## config.mk

```make
export PLATFORM = sky130hd
export DESIGN_NAME = plot_sink
export DESIGN_NICKNAME = d
export VERILOG_FILES = /design/src/rtl/plot_sink.sv
export SDC_FILE = /design/constraint.sdc
export NUM_CORES = 1
export LEC_CHECK = 0
export ABC_AREA = 1
export BUFFER_PORTS_ARGS = -buffer_cell sky130_fd_sc_hd__buf_2
export CAP_MARGIN = 20
export CELL_PAD_IN_SITES_DETAIL_PLACEMENT = 2
export CELL_PAD_IN_SITES_GLOBAL_PLACEMENT = 2
export CORE_MARGIN = 4
export CORE_UTILIZATION = 38
export CTS_CLUSTER_SIZE = 24
export DETAILED_ROUTE_END_ITERATION = 16
export GPL_ROUTABILITY_DRIVEN = 1
export GPL_TIMING_DRIVEN = 0
export PLACE_DENSITY_LB_ADDON = 0.2
export REMOVE_ABC_BUFFERS = 1
export SYNTH_ARGS = -nofsm -noshare
export SYNTH_HDL_FRONTEND = slang
export SYNTH_SLANG_ARGS = --single-unit
```

## constraint.sdc

```tcl
create_clock -name clk -period 3.2 [get_ports clk]
set_input_delay 0.32 -clock clk [delete_from_list [all_inputs] [get_ports clk]]
set_output_delay 0.32 -clock clk [all_outputs]
set_load 0.005 [all_outputs]
```

## src/rtl/plot_sink.sv

```systemverilog
// Pixel-plot sink: FIFO-buffered plot requests and a whole-screen clear sweep sharing the framebuffer write port.
// Optional: define PLOT_SINK_CLIP_EN to drop out-of-range plots and count them in drop_count.
module plot_sink #(
    parameter int WIDTH      = 320,
    parameter int HEIGHT     = 240,
    parameter int FIFO_DEPTH = 4
) (
    input  logic        clk,
    input  logic        resetn,
    input  logic [8:0]  plot_x,
    input  logic [7:0]  plot_y,
    input  logic [2:0]  plot_colour,
    input  logic        plot_valid,
    output logic        plot_ready,
    input  logic        clear_req,
    input  logic [2:0]  clear_colour,
    output logic        clear_done,
    output logic [16:0] fb_addr,
    output logic [2:0]  fb_data,
    output logic        fb_we,
    output logic [7:0]  drop_count,
    output logic        busy
);
    localparam int          PW        = $clog2(FIFO_DEPTH);
    localparam logic [16:0] LAST_ADDR = 17'(WIDTH * HEIGHT - 1);

    typedef enum logic [1:0] {IDLE, DRAIN, CLEAR} state_t;

    typedef struct packed {
        logic [8:0] x;
        logic [7:0] y;
        logic [2:0] c;
    } plot_t;

    state_t        state, state_nx;
    plot_t         mem [FIFO_DEPTH];
    plot_t         head;
    logic [PW-1:0] wr_ptr, rd_ptr;
    logic [PW:0]   count;
    logic          full, empty, push, pop;
    logic [16:0]   sweep, head_addr;
    logic [2:0]    fill_colour;
    logic          last_wr;
    logic          wr_en;
    logic [16:0]   wr_addr;
    logic [2:0]    wr_data;

    assign full       = (count == (PW+1)'(FIFO_DEPTH));
    assign empty      = (count == '0);
    // Ready depends only on registered state, so a full FIFO never accepts even while popping.
    assign plot_ready = !full && (state != DRAIN);
    assign push       = plot_valid && plot_ready;
    assign pop        = !empty && (state != CLEAR);
    assign head       = mem[rd_ptr];
    assign busy       = !empty || (state != IDLE);

    if (WIDTH == 320) begin : g_addr_320
        assign head_addr = ({9'b0, head.y} << 8) + ({9'b0, head.y} << 6) + {8'b0, head.x};
    end else begin : g_addr_gen
        assign head_addr = 17'(head.y) * 17'(WIDTH) + 17'(head.x);
    end

`ifdef PLOT_SINK_CLIP_EN
    logic in_range;
    logic drop;
    assign in_range = ({23'b0, head.x} < 32'(WIDTH)) && ({24'b0, head.y} < 32'(HEIGHT));
    assign drop     = pop && !in_range;
`endif

    always_comb begin
        state_nx = state;
        case (state)
            IDLE:    if (clear_req) state_nx = DRAIN;
            // With count==1 the pop this cycle empties the FIFO, so DRAIN lasts exactly the occupancy.
            DRAIN:   if (count <= (PW+1)'(1)) state_nx = CLEAR;
            CLEAR:   if (sweep == LAST_ADDR) state_nx = IDLE;
            default: state_nx = IDLE;
        endcase
    end

    always_comb begin
        wr_en   = 1'b0;
        wr_addr = fb_addr;
        wr_data = fb_data;
        if (state == CLEAR) begin
            wr_en   = 1'b1;
            wr_addr = sweep;
            wr_data = fill_colour;
        end else if (pop) begin
`ifdef PLOT_SINK_CLIP_EN
            if (in_range) begin
                wr_en   = 1'b1;
                wr_addr = head_addr;
                wr_data = head.c;
            end
`else
            wr_en   = 1'b1;
            wr_addr = head_addr;
            wr_data = head.c;
`endif
        end
    end

    always_ff @(posedge clk) begin
        if (push) mem[wr_ptr] <= {plot_x, plot_y, plot_colour};
    end

    always_ff @(posedge clk or negedge resetn) begin
        if (!resetn) begin
            state       <= IDLE;
            wr_ptr      <= '0;
            rd_ptr      <= '0;
            count       <= '0;
            sweep       <= '0;
            fill_colour <= '0;
            fb_we       <= 1'b0;
            fb_addr     <= '0;
            fb_data     <= '0;
            last_wr     <= 1'b0;
            clear_done  <= 1'b0;
        end else begin
            state <= state_nx;
            if (push) wr_ptr <= wr_ptr + 1'b1;
            if (pop)  rd_ptr <= rd_ptr + 1'b1;
            case ({push, pop})
                2'b10:   count <= count + 1'b1;
                2'b01:   count <= count - 1'b1;
                default: count <= count;
            endcase
            if (state == IDLE && clear_req) fill_colour <= clear_colour;
            sweep      <= (state == CLEAR) ? sweep + 1'b1 : '0;
            fb_we      <= wr_en;
            fb_addr    <= wr_addr;
            fb_data    <= wr_data;
            last_wr    <= (state == CLEAR) && (sweep == LAST_ADDR);
            clear_done <= last_wr;
        end
    end

`ifdef PLOT_SINK_CLIP_EN
    always_ff @(posedge clk or negedge resetn) begin
        if (!resetn)                          drop_count <= '0;
        else if (drop && drop_count != 8'hFF) drop_count <= drop_count + 1'b1;
    end
`else
    assign drop_count = '0;
`endif

endmodule

```

* Yosys cells after proc, flatten, opt, wreduce, memory -nomap -nowiden
Memories as Yosys holds them, arrays and structs flattened. Index checks and enable logic that the tools add are counted.
Storage, ports and cells: register bits 52, bits in latches 0, bits in writable memories 80, memory bits (read-only) 0, input bits 27, output and inout bits 32, memories 1
Memories:
- mem | words 4, width 20, read ports 1, clocked after memory_dff 0, wr ports 1, line 36 | plot_t mem [FIFO_DEPTH];
Operators by class: $add $sub $neg 7, multiply operators 0, divide/modulo/power cells 0, $lt $le $gt $ge 1, equal/unequal tests 11, shift-type cells 0, mux-type cells 14, bitwise operators 0, reduce and logical (&&, ||, !) cells 14
Operators by type and width (count):
- 17-bit 2-to-1 mux | 3
- 16-bit by 14-bit adder with 17-bit output | 1
- 17-bit by 1-bit adder with 17-bit output, second input constant | 1
- 17-bit by 9-bit adder with 17-bit output | 1
- 17-bit equality test, second input constant | 1
- 2-bit inequality test, second input constant | 4
- 2-bit 2-to-1 mux | 3
- 3-bit 2-to-1 mux | 2
- 2-bit case mux with 3 select lines | 1
- 3-bit case mux with 2 select lines | 1
- 2-bit nonzero test | 3
- 1-bit logical AND | 5
- 2-bit by 1-bit adder with 2-bit output, second input constant | 2
- 2-bit by 1-bit equality test with 1-bit output, second input constant | 2
- 2-bit equality test, second input constant | 2
- 1-bit 2-to-1 mux | 4
- 3-bit by 1-bit adder with 3-bit output, second input constant | 1
- 3-bit equality test, second input constant | 1
- 3-bit by 1-bit <= comparator with 1-bit output, second input constant | 1
- 3-bit logical NOT | 1
- 3-bit AND reduction | 1
- 3-bit by 1-bit subtractor with 3-bit output, second input constant | 1
- 1-bit logical NOT | 2
- 2-bit logical NOT | 1
- 2 further kinds | 2

* Longest topological paths before layout
depth after elaboration 6, gate-level depth with buffers 17, mapped depth without buffers 15

* Worst setup path before layout
Ideal clock, no wire load.
path kind flip-flop to flip-flop, start reg rd_ptr[0], end reg fb_addr[15], setup time 117 ps, data arrival time 2520 ps, data required time 3083 ps, path slack 562 ps, cell stages (with the launch flop) 16, buffers on the path 2, period minus slack after synthesis 2638 ps, path through dfrtp_1 -> buf_2 -> inv_2 -> buf_2 -> nand2_1 -> a32oi_1 -> inv_1 -> fa_1 -> inv_1 -> fa_1 -> nand3_1 -> nand3_1 -> nand2_1 -> nand3_1 -> nand3_1 -> nand2_1
On the way: longest elaborated chain between the ends 5
RTL lines:
- from (decl) | line 38 | logic [PW-1:0] wr_ptr, rd_ptr;
- from (signal assigned) | line 124 | if (pop) rd_ptr <= rd_ptr + 1'b1;
- memory read 4 x 20 bit *
- 16-bit by 14-bit adder with 17-bit output | line 58 | assign head_addr = ({9'b0, head.y} << 8) + ({9'b0, head.y} << 6) + {8'b0, head.x};
- 17-bit by 9-bit adder with 17-bit output * | line 58
- 17-bit 2-to-1 mux * | line 89 | end else if (pop) begin
- 17-bit 2-to-1 mux * | line 85 | if (state == CLEAR) begin
- to (signal assigned) | line 133 | fb_addr <= wr_addr;
- to (decl) | line 18 | output logic [16:0] fb_addr,
Mark *: on every way between the ends. The rest lies on a longest branch, timed or not. The select of a mux whose other input is x is not followed. A chain may end at the register's enable or synchronous reset.

* Final worst setup path
Same ends and word-level chain as after synthesis.

==> flow_summary.ini <==
[sta]
skew_ns = 0.00932
period_share_pct = 91.2
period_minus_slack_ns = 2.92
rsz0062_at_grt = false
tns_ns = 0
setup_viol = 0
drv_slew = 0
tightestPinTransition_ns = 0.988
fin_ws_ns = 0.280
hold_viol = 0
max-slew-margin-rel_pct = 34.1
fmax_ghz = 0.343
hold_slack_ns = 0.112

[power_and_ir_drop]
pwr-share-comb_pct = 16.7
power_frac_seq_pct = 44.9
power.leakage_nw = 3.16
finalPower_mw = 4.78
p_int_mw = 3.42
p_per_area_mw_per_mm2 = 657
net-switching-power_mw = 1.36
sw_frac_of_total_pct = 28.5
clock_power_share_pct = 38.4
vdd_drop_max_mv = 0.378

[global_route]
grt_pass1_wl_um = 27600
grt_use_total_pct = 20.1
first_global_vias = 4986
grt_max_degree = 42
grt_antenna_before_repair = 1
grt.overflow.total = 0

[yosys]
ys_seq_elements = 132
synth_area_per_cell_um2 = 10.1
synth_edf_count = 80
ys_types = 33
syn-cell-area_mm2 = 0.00611
ys.warnings.count = 0
async_reset_ff_share_pct = 39.4
syn_inst = 603
ys_seq_area_share_pct = 60.6
synth_ff_type = edfxtp_1

[die]
die-area_mm2 = 0.0182
start_util_pct = 38.6
die-height_um = 135
core_area_mm2 = 0.0158
core.rowCount = 46
die_w_um = 135
io_pins = 59

[place]
place_congestion = 0.762
port_buffers = 50
placed_cells = 854
dpl_worst_slack_ns = -0.642
placed_cell_area_mm2 = 0.00660
place_hpwl_um = 11900

[drt]
final_antenna_net_count = 0
wl_per_cell_um = 19.4
drt_iter0_drc = 232
remaining_drc_errors = 0
wl_met1_um = 7460
top_layer = met5
met3_wirelength_um = 548
first_pass_iters = 4
viasPerCell = 5.04
met2WireLength_um = 9130
postRouteWirelength_um = 17300
num_vias = 4501

[cells_and_area]
final_cells = 893
area_growth_pct = 19.0
drive_gt1_share_pct = 17.6
finish.utilization_pct = 46.0
fillers = 1673
final_cell_area_mm2 = 0.00728
diodes = 0
final_nets = 717

[worst_setup_path]
required_ns = 3.51
crit_start = rd_ptr[0]$_DFFE_PN0P_
reg2reg_from = rd_ptr[0]$_DFFE_PN0P_
cp_max_fo = 41
r2r_end = fb_addr[15]$_DFFE_PN0P_
r2r_cells = 13
critPathLaunchType = register
regToRegSetupSlack_ns = 0.28
end_kind = register
worst_ep_arrival_time_ns = 3.23
path_class = register to register

[clocking]
clk_pin_slew_ns = 0.06
clkLatencyLatePin_ns = 0.42
root_buffer = clkbuf_16
cts_buffer_depth = 2
clock-sinks = 132
cts_buffers = 17
cts_tree = yes
htreeDepth = 4

[worst_hold_path]
hold_end = mem[0][2]$_DFFE_PP_
min-delay-start = plot_colour[2]
hp-class = primary input to register
min_delay_path_depth = 1

[outcome]
run_status = finished clean

[flow_run]
maxCapViolations = 0
synth_stat cells (6+ instances only):
master    count  area share, %
inv_1        53            3.3
ha_1         24            4.9
o21ai_1       6           0.49
inv_2         6           0.37
nor2_1       71            4.4
o22ai_1      15            1.5
buf_4        13            1.6
nand2_1     134            8.2
o21ai_0      42            3.4
edfxtp_1     80             39
buf_2        11           0.90
a21oi_1      16            1.3
dfrtp_1      52             21
nand3_1      34            2.8
power by group through the flow:
stage / sequential (mW) / combinational (mW) / clock (mW)
finish: 2.15 / 0.799 / 1.83
global route: 2.17 / 0.912 / 1.97
CTS: 2.15 / 0.817 / 1.88
detailed placement: 2.18 / 0.800 / 0
global placement: 2.17 / 0.673 / 0
floorplan: 2.15 / 0.469 / 0
cells in the final DEF (no fill, tap or decap), types with 17 or more instances in the layout:
cell type / Yosys / final
nor2_1: 71 / 67
nand2_1: 134 / 134
edfxtp_1: 80 / 80
ha_1: 24 / 24
clkbuf_16: 0 / 17
buf_2: 11 / 50
inv_1: 53 / 53
dfrtp_1: 52 / 50
o21ai_0: 42 / 42
nand3_1: 34 / 34
cells by family (layout without fill, tap and decap cells):
kind of cell / after synthesis / in the layout / share of synthesized area [%]
other: 1 / 8 / 0.0613
muxes: 3 / 3 / 0.552
DFF: 132 / 132 / 60.6
AOI/OAI and AO/OA: 87 / 87 / 7.82
adders and majority gates: 26 / 26 / 5.57
and+or+nand+nor: 258 / 258 / 17.4
buffers and inverters: 87 / 154 / 6.73
xor gates and xnor gates: 9 / 9 / 1.29
cell type report:
| class | count | area [um2] | area share [%] |
|---|---|---|---|
| sequential | 132 | 3710 | 51.0 |
| inverter | 59 | 255 | 3.51 |
| timing repair buffer | 63 | 430 | 5.91 |
| clock buffer | 18 | 429 | 5.90 |
| multi-input combinational | 391 | 2050 | 28.2 |
| clock inverter | 14 | 129 | 1.77 |
| tap | 216 | 270 | 3.71 |
timing repair:
item / CTS / global route
hold buffers: 1 / 0
hold endpoints to repair: 28 / 0
pin swaps: 0 / 1
buffers inserted: 0 / 6
gates resized for setup: 10 / 8
endpoints found under the setup margin: 9 / 6
layer usage:
layer  vias up  global-route usage (%)
met1      2288                    24.0
met3        15                    3.87
met2        63                    36.4
li1       2133                       -
met5         -                       0
met4         2                    6.79
worst max-delay path by stage:
stage | end | slack (ns) | cells past startpoint
CTS | fb_addr[15]$_DFFE_PN0P_ | 0.02 | 13
detailed placement | fb_addr[15]$_DFFE_PN0P_ | -0.64 | 13
finish | fb_addr[15]$_DFFE_PN0P_ | 0.28 | 13
global placement | fb_addr[15]$_DFFE_PN0P_ | -0.86 | 13
floorplan | fb_addr[15]$_DFFE_PN0P_ | 0.06 | 13
global route | fb_addr[15]$_DFFE_PN0P_ | 0.07 | 13
critical path, cell delays in order, from the launching register on:
cell and delay, ns:
dfrtp_4 0.57, clkinv_16 0.14, nand2_1 0.11, a32oi_2 0.28
inv_1 0.10, fa_1 0.54, inv_1 0.08, fa_2 0.43
nand3_1 0.10, nand3_1 0.11, nand2_1 0.11, nand3_1 0.07
nand3_1 0.09, nand2_1 0.05
registers in the layout, summed over array words and instances (netlist names), 3 cells and up:
register     count
mem             80
count            3
sweep           17
fb_data          3
fill_colour      3
fb_addr         17
No activity file was read; power rests on OpenSTA's default activity.
